### config.mk
export PLATFORM = sky130hd
export DESIGN_NAME = motor_safety_sequencer
export DESIGN_NICKNAME = d
export VERILOG_FILES = /design/src/rtl/motor_safety_sequencer.sv
export SDC_FILE = /design/constraint.sdc
export NUM_CORES = 1
export LEC_CHECK = 0
export ABC_AREA = 1
export BUFFER_PORTS_ARGS = -buffer_cell sky130_fd_sc_hd__buf_2
export CAP_MARGIN = 20
export CORE_ASPECT_RATIO = 0.8
export CORE_MARGIN = 8
export CORE_UTILIZATION = 40
export CTS_CLUSTER_DIAMETER = 60
export DETAILED_ROUTE_END_ITERATION = 10
export GPL_TIMING_DRIVEN = 0
export SYNTH_ARGS = -nofsm -noshare
export SYNTH_HDL_FRONTEND = slang
export SYNTH_SLANG_ARGS = --single-unit
export TNS_END_PERCENT = 50
### constraint.sdc
create_clock -name c50m -period 3.3 [get_ports c50m]
set_input_delay 0.66 -clock c50m [delete_from_list [all_inputs] [get_ports c50m]]
set_output_delay 0.66 -clock c50m [all_outputs]
set_load 0.05 [all_outputs]
### src/rtl/motor_safety_sequencer.sv
// Motor enable sequencer: IDLE -> ARM -> RUN, with a latched tilt FAULT cleared by a held brake.
// Optional soft-start current ramp in RUN is built only when MOTOR_SOFTSTART_EN is defined.
module motor_safety_sequencer #(
    parameter int TILT_LIMIT = 512,
    parameter int ARM_CYCLES = 50000000,
    parameter int RAMP_DIV   = 50000,
    parameter int RAMP_STEP  = 16
) (
    input  logic               c50m,
    input  logic               reset,
    input  logic signed [11:0] ResolvedRoll,
    input  logic signed [11:0] ResolvedPitch,
    input  logic               BrakeApplied,
    input  logic               CadenceCheck,
    input  logic        [11:0] AssistanceRequirement,
    input  logic        [11:0] ThrottleTest,
    input  logic               MotorModeSelect,
    output logic        [11:0] MotorCurrentSetting,
    output logic               MotorEnable,
    output logic               FaultFlag,
    output logic        [1:0]  SeqState
);

    typedef enum logic [1:0] {
        ST_IDLE  = 2'd0,
        ST_ARM   = 2'd1,
        ST_RUN   = 2'd2,
        ST_FAULT = 2'd3
    } seq_state_e;

    if (ARM_CYCLES < 1 || RAMP_DIV < 1 || RAMP_STEP < 1 || TILT_LIMIT < 0) begin : g_bad_cfg
        $error("motor_safety_sequencer: invalid parameter value");
    end

    localparam int                CNT_W    = $clog2(ARM_CYCLES + 1);
    localparam logic [CNT_W-1:0]  CNT_LAST = CNT_W'(ARM_CYCLES - 1);
    // A 12-bit magnitude never exceeds 2048, so clamping the limit there keeps the compare exact.
    localparam logic [12:0]       TILT_LIM = 13'((TILT_LIMIT > 2048) ? 2048 : TILT_LIMIT);

    function automatic logic [12:0] tilt_mag(input logic signed [11:0] v);
        logic signed [12:0] ext;
        ext = {v[11], v};
        return v[11] ? 13'(-ext) : ext;
    endfunction

    seq_state_e       state_q, state_d;
    logic [CNT_W-1:0] cnt_q, cnt_d;
    logic [11:0]      setting_q, setting_d;
    logic             enable_q, enable_d;
    logic             fault_q, fault_d;

    logic             tilt_bad;
    logic             qualify;
    logic [11:0]      target;

`ifdef MOTOR_SOFTSTART_EN
    localparam int               DIV_W    = $clog2(RAMP_DIV + 1);
    localparam logic [DIV_W-1:0] DIV_LAST = DIV_W'(RAMP_DIV - 1);
    localparam logic [12:0]      STEP     = 13'((RAMP_STEP > 4095) ? 4095 : RAMP_STEP);

    logic [DIV_W-1:0] div_q, div_d;
    logic             ramp_tick;
    logic [12:0]      ramp_sum;
`endif

    always_comb begin
        tilt_bad = (tilt_mag(ResolvedRoll) > TILT_LIM) || (tilt_mag(ResolvedPitch) > TILT_LIM);
        target   = MotorModeSelect ? AssistanceRequirement : ThrottleTest;
        qualify  = !BrakeApplied && CadenceCheck && !tilt_bad;
    end

    // NOTE: every signal assigned below gets a default first, so no path can infer a latch.
    always_comb begin
        state_d   = state_q;
        cnt_d     = cnt_q;
        setting_d = setting_q;
`ifdef MOTOR_SOFTSTART_EN
        div_d     = '0;
        ramp_tick = 1'b0;
        ramp_sum  = '0;
`endif
        unique case (state_q)
            ST_IDLE: begin
                setting_d = '0;
                cnt_d     = '0;
                if (tilt_bad)     state_d = ST_FAULT;
                else if (qualify) state_d = ST_ARM;
            end
            ST_ARM: begin
                setting_d = '0;
                if (tilt_bad) begin
                    state_d = ST_FAULT;
                    cnt_d   = '0;
                end else if (!qualify) begin
                    state_d = ST_IDLE;
                    cnt_d   = '0;
                end else if (cnt_q == CNT_LAST) begin
                    state_d = ST_RUN;
                    cnt_d   = '0;
                end else begin
                    cnt_d = cnt_q + CNT_W'(1);
                end
            end
            ST_RUN: begin
                if (tilt_bad) begin
                    state_d   = ST_FAULT;
                    setting_d = '0;
                end else if (BrakeApplied || !CadenceCheck) begin
                    state_d   = ST_IDLE;
                    setting_d = '0;
                end else begin
`ifdef MOTOR_SOFTSTART_EN
                    ramp_tick = (div_q == DIV_LAST);
                    div_d     = ramp_tick ? '0 : div_q + DIV_W'(1);
                    ramp_sum  = {1'b0, setting_q} + STEP;
                    // Decreases are immediate; increases only move on a tick and saturate at target.
                    if (setting_q > target)
                        setting_d = target;
                    else if (setting_q < target && ramp_tick)
                        setting_d = (ramp_sum >= {1'b0, target}) ? target : ramp_sum[11:0];
`else
                    setting_d = target;
`endif
                end
            end
            ST_FAULT: begin
                setting_d = '0;
                if (!tilt_bad && BrakeApplied) begin
                    if (cnt_q == CNT_LAST) begin
                        state_d = ST_IDLE;
                        cnt_d   = '0;
                    end else begin
                        cnt_d = cnt_q + CNT_W'(1);
                    end
                end else begin
                    cnt_d = '0;
                end
            end
            default: state_d = ST_IDLE;
        endcase

        enable_d = (state_d == ST_RUN);
        fault_d  = (state_d == ST_FAULT);
    end

    // NOTE: state uses non-blocking assignments so every flop samples pre-edge values.
    // NOTE: reset is synchronous and clears every flop; there is no memory array to leave unreset.
    always_ff @(posedge c50m) begin
        if (reset) begin
            state_q   <= ST_IDLE;
            cnt_q     <= '0;
            setting_q <= '0;
            enable_q  <= 1'b0;
            fault_q   <= 1'b0;
`ifdef MOTOR_SOFTSTART_EN
            div_q     <= '0;
`endif
        end else begin
            state_q   <= state_d;
            cnt_q     <= cnt_d;
            setting_q <= setting_d;
            enable_q  <= enable_d;
            fault_q   <= fault_d;
`ifdef MOTOR_SOFTSTART_EN
            div_q     <= div_d;
`endif
        end
    end

    assign MotorCurrentSetting = setting_q;
    assign MotorEnable         = enable_q;
    assign FaultFlag           = fault_q;
    assign SeqState            = state_q;

endmodule

# Word level (Yosys, flattened, before mapping)
# Index checks and enable logic that the tools add are counted.
dict set report totals {
  n_memories 0
  inputBits 53
  word_cells 48
  latch_bits 0
  rom_bits 0
  mem_bits_rw 0
  out_inout_bits 16
  regBits 42
}
dict set report classes {
  div 0
  mux 21
  shift 0
  n_reduce_logical 11
  n_addsub 3
  bitwise 0
  magnitude_cmp 2
  eq_ne 6
  n_mul 0
}
# operator n
set ops {}
lappend ops {{$mux 26} 4}
lappend ops {{$pmux 26 s3} 1}
lappend ops {{$mux 12} 3}
lappend ops {{$add 26x1->26 const B} 1}
lappend ops {{$eq 26x26->1 const B} 1}
lappend ops {{$gt 13x10->1 const B} 2}
lappend ops {{$mux 13} 2}
lappend ops {{$neg 12->13} 2}
lappend ops {{$pmux 12 s2} 1}
lappend ops {{$mux 2} 9}
lappend ops {{$eq 2x2->1 const B} 4}
lappend ops {{$pmux 2 s4} 1}
lappend ops {{$logic_and 1x1->1} 3}
lappend ops {{$logic_not 1->1} 3}
lappend ops {{$reduce_bool 3->1} 1}
lappend ops {{$reduce_or 3->1} 1}
lappend ops {{$eq 2x1->1 const B} 1}
lappend ops {{$logic_not 2->1} 1}
lappend ops {{$logic_or 1x1->1} 2}

# Depth between registers and ports, before layout
# Gate-level depths: netlist of the first run.
dict set report depth {
  word_depth 10
  depth_mapped 18
  mapped_depth_nobuf 17
}

# Worst setup path after synthesis of the first run
# No wires, ideal clock.
dict set report synth_path {
  path_kind {input -> register}
  start {input ResolvedPitch[0]}
  end {register cnt_q[16]}
  stages 15
  setup_time_ns 0.071
  arrival_ns 2.300
  path_slack_ns 0.929
  path_cell_list {inv_1 ha_1 or2_0 nor2_1 nand2_1 nand2_1 nand2_1 nor2_2 nand2_2 a21oi_2 nand3_1 nand2_4 buf_12 nand3_2 a21oi_2}
}
dict set report synth_between {
  elab_chain_len 9
  elab_cells_between_ends 11
  classes_between {add/sub (1); order compare (1); mux (5); reduce/logical (4)}
}
# item line_no
set synth_lines {}
lappend synth_lines {{from (decl)} 12} ;# input logic signed [11:0] ResolvedPitch,
lappend synth_lines {{$neg 12->13} 43} ;# return v[11] ? 13'(-ext) : ext;
lappend synth_lines {{$mux 13 (*)} 43}
lappend synth_lines {{$gt 13x10->1 (*)} 67} ;# tilt_bad = (tilt_mag(ResolvedRoll) > TILT_LIM) || (tilt_mag(ResolvedPitch) > TILT_LIM);
lappend synth_lines {{$logic_or 1x1->1 (*)} 67}
lappend synth_lines {{$logic_not 1->1} {69, 128}}
lappend synth_lines {{$logic_and 1x1->1} 69} ;# qualify = !BrakeApplied && CadenceCheck && !tilt_bad;
lappend synth_lines {{$mux 26} 94} ;# end else if (!qualify) begin
lappend synth_lines {{$mux 26} 91} ;# if (tilt_bad) begin
lappend synth_lines {{$pmux 26 s3 (*)} 82} ;# unique case (state_q)
lappend synth_lines {{to (signal assigned)} 160} ;# cnt_q <= cnt_d;
lappend synth_lines {{to (decl)} 47} ;# logic [CNT_W-1:0] cnt_q, cnt_d;
# Mark *: on every way between the ends. The rest lies on a longest branch, timed or not.
# A chain may end at the register's enable or synchronous reset.

# Worst setup path after layout of the first run
dict set report layout_path {
  start {input ResolvedPitch[0]}
  end {register cnt_q[18]}
}
# The elaborated chain is that of the path after synthesis.

==> metrics, run 1 <==
status=complete, no violations; largest net degree at the start of global routing=16; Switching Power=478 uW; cts bufs inserted=5; die width=116 um; Synth Warn #=0; CP endpoint kind=flip-flop; # IOs=69; Max IR drop VDD=0.000172 V; fill cell count=814; IO Port Bufs=66; Initial DRC Count=175; DIE AREA=11,100 um2; Reg power frac=42.2%; final WL=7660 um; Reg2Reg Depth=11; footprint of the multi-input gates=1990 um2; most common cell after layout, fill and taps aside=nand2_1; worst reg-to-reg setup slack=0.95 ns; CP Launch Type=input port; synthesized cell area=3190 um2; Top FF cell, synth=dfxtp_1; core area=7840 um2; critical path peak fanout=10; Initial Util=40.7%; switching share of power=37.7%; maximum buffer depth of the clock tree=2; register area share after synthesis=26.4%; Fin Hold WS=0.496 ns; crit path DAT=2.66 ns; Vias/cell=4.68; Post-synth EDFFs=0; Vias=3,142; number of synthesized register bits=42; period utilization=73.6%; GRT overflow=0; Routed wire per std cell=11.4 um; CTS tree=done; RSZ-0062 raised after global routing=no; antenna-violating nets left=0; TritonRoute pass-1 iters=4; Leakage Power=0.00178 uW; PD cells=338 nW/um2; hpwl dp=6050 um; initial antenna violation count=0; CP endpoint=cnt_q[18]; first-pass GRT wire length=12,900 um; Final nets=623; worst hold path class=flip-flop to flip-flop; CTS Sinks=42; reg2reg start=cnt_q[0]; slew margin rel.=53.4%; cell row count=29; Post-Syn Area per Cell=6.52 um2; Net Count, Synth=550; Post-CTS Setup Bufs=0; Register Area=841 um2; setup ws final=0.871 ns; worst slack at placement=0.553 ns; final setup fails=0; FMAX=412 MHz; vias in the first global route=2,923; finished layout cell area=3750 um2; Root Driver=clkbuf_8; Tmin final=2.43 ns; Post-CTS Hold Fix Bufs=0; maxcap violations=0; Cell Int Power=790 uW; most frequent cells in the layout=126 x nand2_1, 70 x buf_2, 65 x inv_1, 65 x nor2_1, 42 x dfxtp_1; Area Growth Syn to Fin=17.5%; Fin. Hold Viols=0; ys async rst share=0%; crit path from=ResolvedPitch[0]; final weighted congestion in routability-driven placement=0.856; Resize count post-CTS=0; later-pin clock latency in the skew report=0.30 ns; total track usage=13.9%; Required @ worst endpoint=3.53 ns; final instance count without filler cells=671; antenna cells=0; critical path type=input port to flip-flop; Worst R2R End=cnt_q[18]; setup tns final=0 ns; share of cells above drive strength 1=23.4%; clk_skew=0.00589 ns; Worst-Margin Slew=0.699 ns; Worst-path clk slew=0.09 ns; Residual DRC=0; post-placement cell count=663; Cells after Synth=489; Post-DP Area=3650 um2; Slew Limit Fails=0; number of H-tree levels=2; die height=95.8 um; count of cell types in the netlist=35; combinational power share=30.5%; clock network fraction of design power=27.3%
cell families after synthesis:
| group | Yosys count | synth area share [%] |
|---|---|---|
| xor+xnor | 20 | 5.50 |
| compound gates | 47 | 10.1 |
| buf+inv | 83 | 11.2 |
| simple gates | 277 | 39.9 |
| flops | 42 | 26.4 |
| mux | 12 | 3.77 |
| fa+ha+maj | 8 | 3.14 |
Yosys cell counts (all sizes together), types with 7 or more instances:
master	count	area (um2)
inv	68	258
nand4	8	50.1
dfxtp	42	841
ha	8	100
xor2	17	149
nand3	55	350
nor2	69	274
a21oi	37	264
buf	8	73.8
nand2	131	509
mux2i	12	120
clkbuf	7	26.3
stage by stage:
stage	power, uW	util (%)
global placement	932	46.6
floorplan	817	-
finish	1270	47.8
detailed placement	934	46.6
CTS	1290	47.8
global route	1350	47.8
critical path: stages:
cell	delay (ns)
buf_2	0.09
inv_1	0.12
ha_1	0.25
or2_0	0.22
nor2_1	0.10
nand2_1	0.05
nand2_1	0.07
nand2_1	0.06
nor2_2	0.09
nand2_2	0.08
a21oi_2	0.18
nand3_1	0.15
nand2_4	0.17
buf_12	0.16
nand3_2	0.07
a21oi_2	0.12
registers in the layout, indices dropped and copies added (netlist names):
signal,flops
cnt_q,26
MotorCurrentSetting,12
SeqState,2
FaultFlag,1
MotorEnable,1
layout make-up:
class / instances / area share, %
flip-flops and latches: 42 / 22.4
clock buffers: 5 / 1.84
well taps: 108 / 3.61
clock inverters: 3 / 0.668
inverters: 68 / 6.88
repair buffers: 66 / 8.82
plain buffers: 15 / 2.67
multi-input cells: 364 / 53.1
power by group through the flow:
stage | clock network (uW) | logic (uW) | registers, uW
2_1_floorplan | 0 | 217 | 600
3_3_place_gp | 0 | 385 | 547
3_5_place_dp | 0 | 387 | 547
4_1_cts | 362 | 389 | 535
5_1_grt | 384 | 431 | 538
6_report | 346 | 387 | 535
how the worst min path moves through the flow:
stage / slack [ns] / cells after the start / end / start
after global routing: 0.53 / 2 / cnt_q[3] / cnt_q[3]
after CTS: 0.49 / 2 / cnt_q[9] / cnt_q[9]
final: 0.50 / 2 / cnt_q[9] / cnt_q[9]
after global placement: 0.48 / 2 / cnt_q[9] / cnt_q[9]
after floorplan: 0.45 / 2 / cnt_q[9] / cnt_q[9]
after detailed placement: 0.47 / 2 / cnt_q[9] / cnt_q[9]
per-layer routing:
metal | global-route usage, % | part of all wire, % | up-vias
li1 | - | - | 1696
met1 | 17.8 | 48 | 1382
met2 | 23.2 | 45 | 59
met3 | 3.57 | 6.6 | 5
met4 | 3.01 | 0.47 | 0
met5 | 0 | 0 | -
(Power assumes the default switching activity.)
==> inputs of run 2 (changes only) <==
ABC_AREA = 0   (was 1)
PLACE_DENSITY = 0.66   (was unset)
clock period = 2.1 ns   (was 3.3 ns; I/O delays follow)
==> metrics, run 2 <==
status=finished with violations (was complete, no violations); failing checks=setup timing; Cells after Synth=328 (was 489); first-pass GRT wire length=12,300 um (was 12,900 um); # IOs=69 (unchanged); Max IR drop VDD=0.000280 V (was 0.000172 V); Post-synth EDFFs=0 (unchanged); Initial Util=41.7% (was 40.7%); CP top delay family=simple AND/OR/NAND/NOR gates (unchanged); Post-Syn Area per Cell=8.18 um2 (was 6.52 um2); die height=89.3 um (was 95.8 um); Top FF cell, synth=dfxtp_1 (unchanged); most common cell in the synthesized netlist=dfxtp_1 (was nand2_1); number of synthesized register bits=42 (unchanged); Residual DRC=0 (unchanged); Vias/cell=5.71 (was 4.68); setup ws final=-0.604 ns (was 0.871 ns); cts bufs inserted=5 (unchanged); Reg power frac=39.4% (was 42.2%); ranking of synthesized cells by area=dfxtp_1 31%, mux2i_1 4.8%, nand2_1 4.5% (was dfxtp_1 26%, nand2_1 15%, inv_1 7.7%); final weighted congestion in routability-driven placement=0.899 (was 0.856); RSZ-0062 raised after global routing=yes (was no); Initial DRC Count=132 (was 175); worst slack at placement=-0.778 ns (was 0.553 ns); ys async rst share=0% (unchanged); number of H-tree levels=2 (unchanged); Crit-path slowest cell=or4_4 (was ha_1); vias in the first global route=2,673 (was 2,923); total track usage=15.4% (was 13.9%); most common cell after layout, fill and taps aside=buf_2 (was nand2_1); synthesized cell area=2680 um2 (was 3190 um2); Post-CTS Hold Fix Bufs=0 (unchanged); Cell Chain, Critical Path=or4bb_1 -> or4_4 -> buf_6 -> nor3_4 -> a211o_1 -> or2_4 -> buf_8 -> buf_8 -> a211oi_2 -> a21o_2 (was buf_2 -> inv_1 -> ha_1 -> or2_0 -> nor2_1 -> nand2_1 -> nand2_1 -> nand2_1 -> nor2_2 -> nand2_2 -> a21oi_2 -> nand3_1 -> nand2_4 -> buf_12 -> nand3_2 -> a21oi_2); critical path peak fanout=6 (was 10); Routed wire per std cell=15.9 um (was 11.4 um); largest net degree at the start of global routing=15 (was 16); hpwl dp=5500 um (was 6050 um); max incr delay on CP=0.57 ns (was 0.25 ns); most flop-heavy register=cnt_q (unchanged); Net Count, Synth=389 (was 550); cell row count=26 (was 29); Worst-Margin Slew=0.671 ns (was 0.699 ns); Worst path most repeated cell=buf_8 (was nand2_1); worst hold path class=input port to flip-flop (was flip-flop to flip-flop); Cell Int Power=1380 uW (was 790 uW); Worst-path clk slew=0.08 ns (was 0.09 ns); DIE AREA=9600 um2 (was 11,100 um2); CP endpoint kind=flip-flop (unchanged); Post-synth top cells=42 x dfxtp_1, 32 x nand2_1, 30 x nor2_1 (was 126 x nand2_1, 65 x inv_1, 65 x nor2_1); Fin Hold WS=0.356 ns (was 0.496 ns); Area Growth Syn to Fin=38.5% (was 17.5%); CP Launch Type=flip-flop (was input port); PD cells=586 nW/um2 (was 338 nW/um2); fill cell count=593 (was 814); most frequent cells in the layout=65 x buf_2, 35 x dfxtp_1, 32 x nand2_1 (was 126 x nand2_1, 70 x buf_2, 65 x inv_1, 65 x nor2_1, 42 x dfxtp_1); Yosys top cell area share=31.3% (was 26.4%); crit path DAT=2.91 ns (was 2.66 ns); Root Driver=clkbuf_8 (unchanged); die width=108 um (was 116 um); antenna cells=0 (unchanged); count of cell types in the netlist=66 (was 35); TritonRoute pass-1 iters=4 (unchanged); crit path buf inv count=3 (unchanged); Synth Warn #=0 (unchanged); number of flip-flops in the largest register=26 (unchanged); Switching Power=803 uW (was 478 uW); Synth area leader=dfxtp_1 (unchanged); Slew Limit Fails=0 (unchanged); final WL=7990 um (was 7660 um); share of cells above drive strength 1=38.2% (was 23.4%); switching share of power=36.8% (was 37.7%); register area share after synthesis=31.3% (was 26.4%); CTS tree=done (unchanged); slew margin rel.=55.2% (was 53.4%); antenna-violating nets left=0 (unchanged); CTS Sinks=42 (unchanged); Required @ worst endpoint=2.30 ns (was 3.53 ns); period utilization=129%; clk_skew=0.00303 ns (was 0.00589 ns); initial antenna violation count=0 (unchanged); maxcap violations=0 (unchanged); maximum buffer depth of the clock tree=2 (unchanged); critical path type=flip-flop to flip-flop (was input port to flip-flop); later-pin clock latency in the skew report=0.30 ns (about the same); FMAX=370 MHz; GRT overflow=0 (unchanged); Vias=2,874 (was 3,142); IO Port Bufs=67 (was 66); combinational power share=36.0% (was 30.5%); Tmin final=2.70 ns; Final nets=479 (was 623); Leakage Power=0.00156 uW (was 0.00178 uW); Fin. Hold Viols=0 (unchanged); clock network fraction of design power=24.6% (was 27.3%); core area=6440 um2 (was 7840 um2); final setup fails=42 (was 0)
## run 2: cell count changes in the layout (fill, tap and decap cells not counted), moves of 16 or more
cell	before	now
nor2_1	65	24
nand3_1	40	8
nand2_1	126	32
a21oi_2	21	1
inv_1	65	10
xor2_1	17	1
## run 2: layout make-up
cell class	count	area (um2)	area share [%]
plain buffers	11	101	2.73
clock buffers	5	68.8	1.85
clock inverters	3	21.3	0.572
inverters	12	45.0	1.21
multi-input cells	263	1980	53.4
flip-flops and latches	42	857	23.1
well taps	84	105	2.83
repair buffers	83	534	14.4
## run 2: power by group through the flow
| stage | clock (uW) | combinational [uW] | sequential (uW) |
|---|---|---|---|
| 3_3_place_gp | 0 | 636 | 880 |
| 2_1_floorplan | 0 | 358 | 980 |
| 4_1_cts | 546 | 703 | 861 |
| 6_report | 535 | 785 | 859 |
| 3_5_place_dp | 0 | 650 | 881 |
| 5_1_grt | 591 | 851 | 864 |
## run 2: worst reg2reg max path: stages (launching register included)
cell      delay, ns
dfxtp_1        0.37
or4bb_1        0.51
or4_4          0.57
buf_6          0.14
nor3_4         0.12
a211o_1        0.16
or2_4          0.21
buf_8          0.17
buf_8          0.13
a211oi_2       0.04
a21o_2         0.19
## run 2: final timing paths
check             slack (ns)        startpoint                 endpoint  depth (start not counted)
setup / recovery       -0.60         cnt_q[24]                 cnt_q[9]                         10
hold / removal          0.36  ThrottleTest[10]  MotorCurrentSetting[10]                          3
setup reg to reg       -0.60         cnt_q[24]                 cnt_q[9]                         10
hold reg to reg         0.49         cnt_q[11]                cnt_q[11]                          1
## run 2: cell families after synthesis
kind of cell / after synthesis / synth area share [%]
flip-flops: 42 / 31.3
adder cells (fa/ha/maj): 8 / 3.73
AO/OA/AOI/OAI: 86 / 24.2
multiplexers: 14 / 5.27
XOR/XNOR: 5 / 1.63
buffers and inverters: 23 / 3.45
AND/OR/NAND/NOR: 150 / 30.4
## run 2: metrics by stage
stage	util [%]	std cells	TNS [ns]	instance area [um2]	total power, uW
finish	57.7	503	-17.93	3720	2180
global route	57.7	503	-21.34	3720	2310
CTS	53.4	494	-17.71	3440	2110
detailed placement	50.0	479	-27.61	3220	1530
global placement	50.0	479	-27.46	3220	1520
floorplan	-	328	-12.88	2780	1340
## run 2: metal layers
| layer | vias to the layer above | wire length [um] | GRT usage (%) |
|---|---|---|---|
| met2 | 95 | 3600 | 25.4 |
| met3 | 18 | 736 | 3.96 |
| li1 | 1411 | - | - |
| met5 | - | 0 | 0 |
| met4 | 0 | 122 | 3.39 |
| met1 | 1350 | 3540 | 19.8 |
## run 2: what timing repair did
action	4_1_cts	5_1_grt
pin swaps	4	17
gates cloned	1	2
setup endpoints to repair	42	42
setup buffers	6	7
gates resized for setup	19	40
hold endpoints to repair	0	0
==> inputs of run 3 (changes only) <==
SKIP_CTS_REPAIR_TIMING = 1   (was unset)
==> metrics, run 3 (same netlist as run 2, synthesis figures left out) <==
critical path peak fanout=6 (unchanged); Tmin final=2.67 ns (was 2.70 ns); footprint of the multi-input gates=2010 um2 (was 1980 um2); first-pass GRT wire length=11,700 um (was 12,300 um); number of flip-flops in the largest register=26 (unchanged); Reg2Reg Depth=7 (was 10); Slew Limit Fails=0 (unchanged); antenna-violating nets left=0 (unchanged); Vias=2,834 (was 2,874); worst reg-to-reg setup slack=-0.57 ns (was -0.60 ns); die width=108 um (unchanged); core area=6440 um2 (unchanged); crit path from=cnt_q[12] (was cnt_q[24]); final WL=7560 um (was 7990 um); slew margin rel.=50.9% (was 55.2%); CTS Sinks=42 (unchanged); final weighted congestion in routability-driven placement=0.899 (unchanged); Routed wire per std cell=15.2 um (was 15.9 um); vias in the first global route=2,577 (was 2,673); TritonRoute pass-1 iters=4 (unchanged); Top Usage Layer GRT=met2 (unchanged); Leakage Power=0.00154 uW (was 0.00156 uW); Final nets=472 (was 479); final setup fails=42 (unchanged); status=finished with violations (unchanged); Area Growth Syn to Fin=36.5% (was 38.5%); failing checks=setup timing (unchanged); cell row count=26 (unchanged); overall power=2180 uW (about the same); initial antenna violation count=0 (unchanged); maxcap violations=0 (unchanged); Global Route met2 Usage=23.1% (was 25.4%); clk_skew=0.00327 ns (was 0.00303 ns); share of cells above drive strength 1=36.9% (was 38.2%); Worst-Margin Slew=0.737 ns (was 0.671 ns); antenna cells=0 (unchanged); Root Driver=clkbuf_8 (unchanged); maximum buffer depth of the clock tree=2 (unchanged); setup ws final=-0.575 ns (was -0.604 ns); largest net degree at the start of global routing=15 (unchanged); total track usage=14.6% (was 15.4%); CTS tree=done (unchanged); CP endpoint kind=flip-flop (unchanged); Worst R2R End=SeqState[0] (was cnt_q[9]); later-pin clock latency in the skew report=0.30 ns (about the same); hold path endpoint=MotorCurrentSetting[10] (unchanged); fill cell count=597 (was 593); crit path DAT=2.87 ns (was 2.91 ns); Required @ worst endpoint=2.29 ns (was 2.30 ns); Vias/cell=5.71 (about the same); finished layout cell area=3660 um2 (was 3720 um2); Initial DRC Count=186 (was 132); # IOs=69 (unchanged); Max IR drop VDD=0.000270 V (was 0.000280 V); reg2reg start=cnt_q[12] (was cnt_q[24]); CP Launch Type=flip-flop (unchanged); die height=89.3 um (unchanged); most common cell after layout, fill and taps aside=buf_2 (unchanged); number of H-tree levels=2 (unchanged); Register Area=853 um2 (was 857 um2); WHS Path Cells=3 (unchanged); PD cells=594 nW/um2 (was 586 nW/um2); Initial Util=41.7% (unchanged); GR Util met3=3.89% (was 3.96%); worst hold path class=input port to flip-flop (unchanged); met1 usage=19.3% (was 19.8%); critical path type=flip-flop to flip-flop (unchanged); RSZ-0062 raised after global routing=yes (unchanged); cts bufs inserted=5 (unchanged); Worst Min Path Start=ThrottleTest[10] (unchanged); Post-DP Area=3220 um2 (unchanged); GRT overflow=0 (unchanged); most frequent cells in the layout=65 x buf_2, 36 x dfxtp_1, 32 x nand2_1 (was 65 x buf_2, 35 x dfxtp_1, 32 x nand2_1); IO Port Bufs=67 (unchanged); Fin. Hold Viols=0 (unchanged); Worst-path clk slew=0.08 ns (about the same); FMAX=374 MHz (was 370 MHz); period utilization=127% (was 129%); Residual DRC=0 (unchanged); DIE AREA=9600 um2 (unchanged); hpwl dp=5500 um (unchanged); most flop-heavy register=cnt_q (unchanged); setup tns final=-14.84 ns (was -17.93 ns)
[run 3: worst max-delay path: stages (launching register included)]
cell     delay (ns)
dfxtp_4        0.38
or4bb_1        0.48
or4_4          0.58
or4_4          0.43
a21oi_2        0.13
o21ai_1        0.08
a221o_1        0.35
nor2b_1        0.14
[run 3: worst max path at each step]
stage | to
after floorplan | FaultFlag
after global placement | cnt_q[25]
after detailed placement | cnt_q[15]
after CTS | cnt_q[9]
after global routing | SeqState[0]
final | SeqState[0]
[run 3: final cells by class]
cell class / instances / share of cell area, %
Sequential cell: 42 / 23.3
Multi-Input combinational cell: 263 / 54.8
Inverter: 12 / 1.23
Clock inverter: 3 / 0.581
Tap cell: 84 / 2.87
Clock buffer: 5 / 1.88
Timing Repair Buffer: 76 / 12.5
Buffer: 11 / 2.87
[run 3: metrics by stage]
step	util (%)	hold WS (ns)	setup slack [ns]	cells
2_1_floorplan	-	0.442	-0.401	328
3_3_place_gp	50.0	0.480	-0.759	479
3_5_place_dp	50.0	0.492	-0.778	479
4_1_cts	51.4	0.357	-0.697	487
5_1_grt	56.9	0.365	-0.649	496
6_report	56.9	0.361	-0.575	496
[run 3: where the power goes]
group / leakage (uW) / switching (uW) / internal [uW]
Sequential: 0.000343 / 35.2 / 824
Clock: 0.0000441 / 292 / 233
Combinational: 0.00115 / 472 / 318
Total: 0.00154 / 800 / 1380
[run 3: per-layer routing]
layer	vias up	routed length, um	part of all wire (%)
met3	9	572	7.6
met1	1349	3570	47
met2	78	3340	44
met4	0	67	0.89
li1	1398	-	-
met5	-	0	0
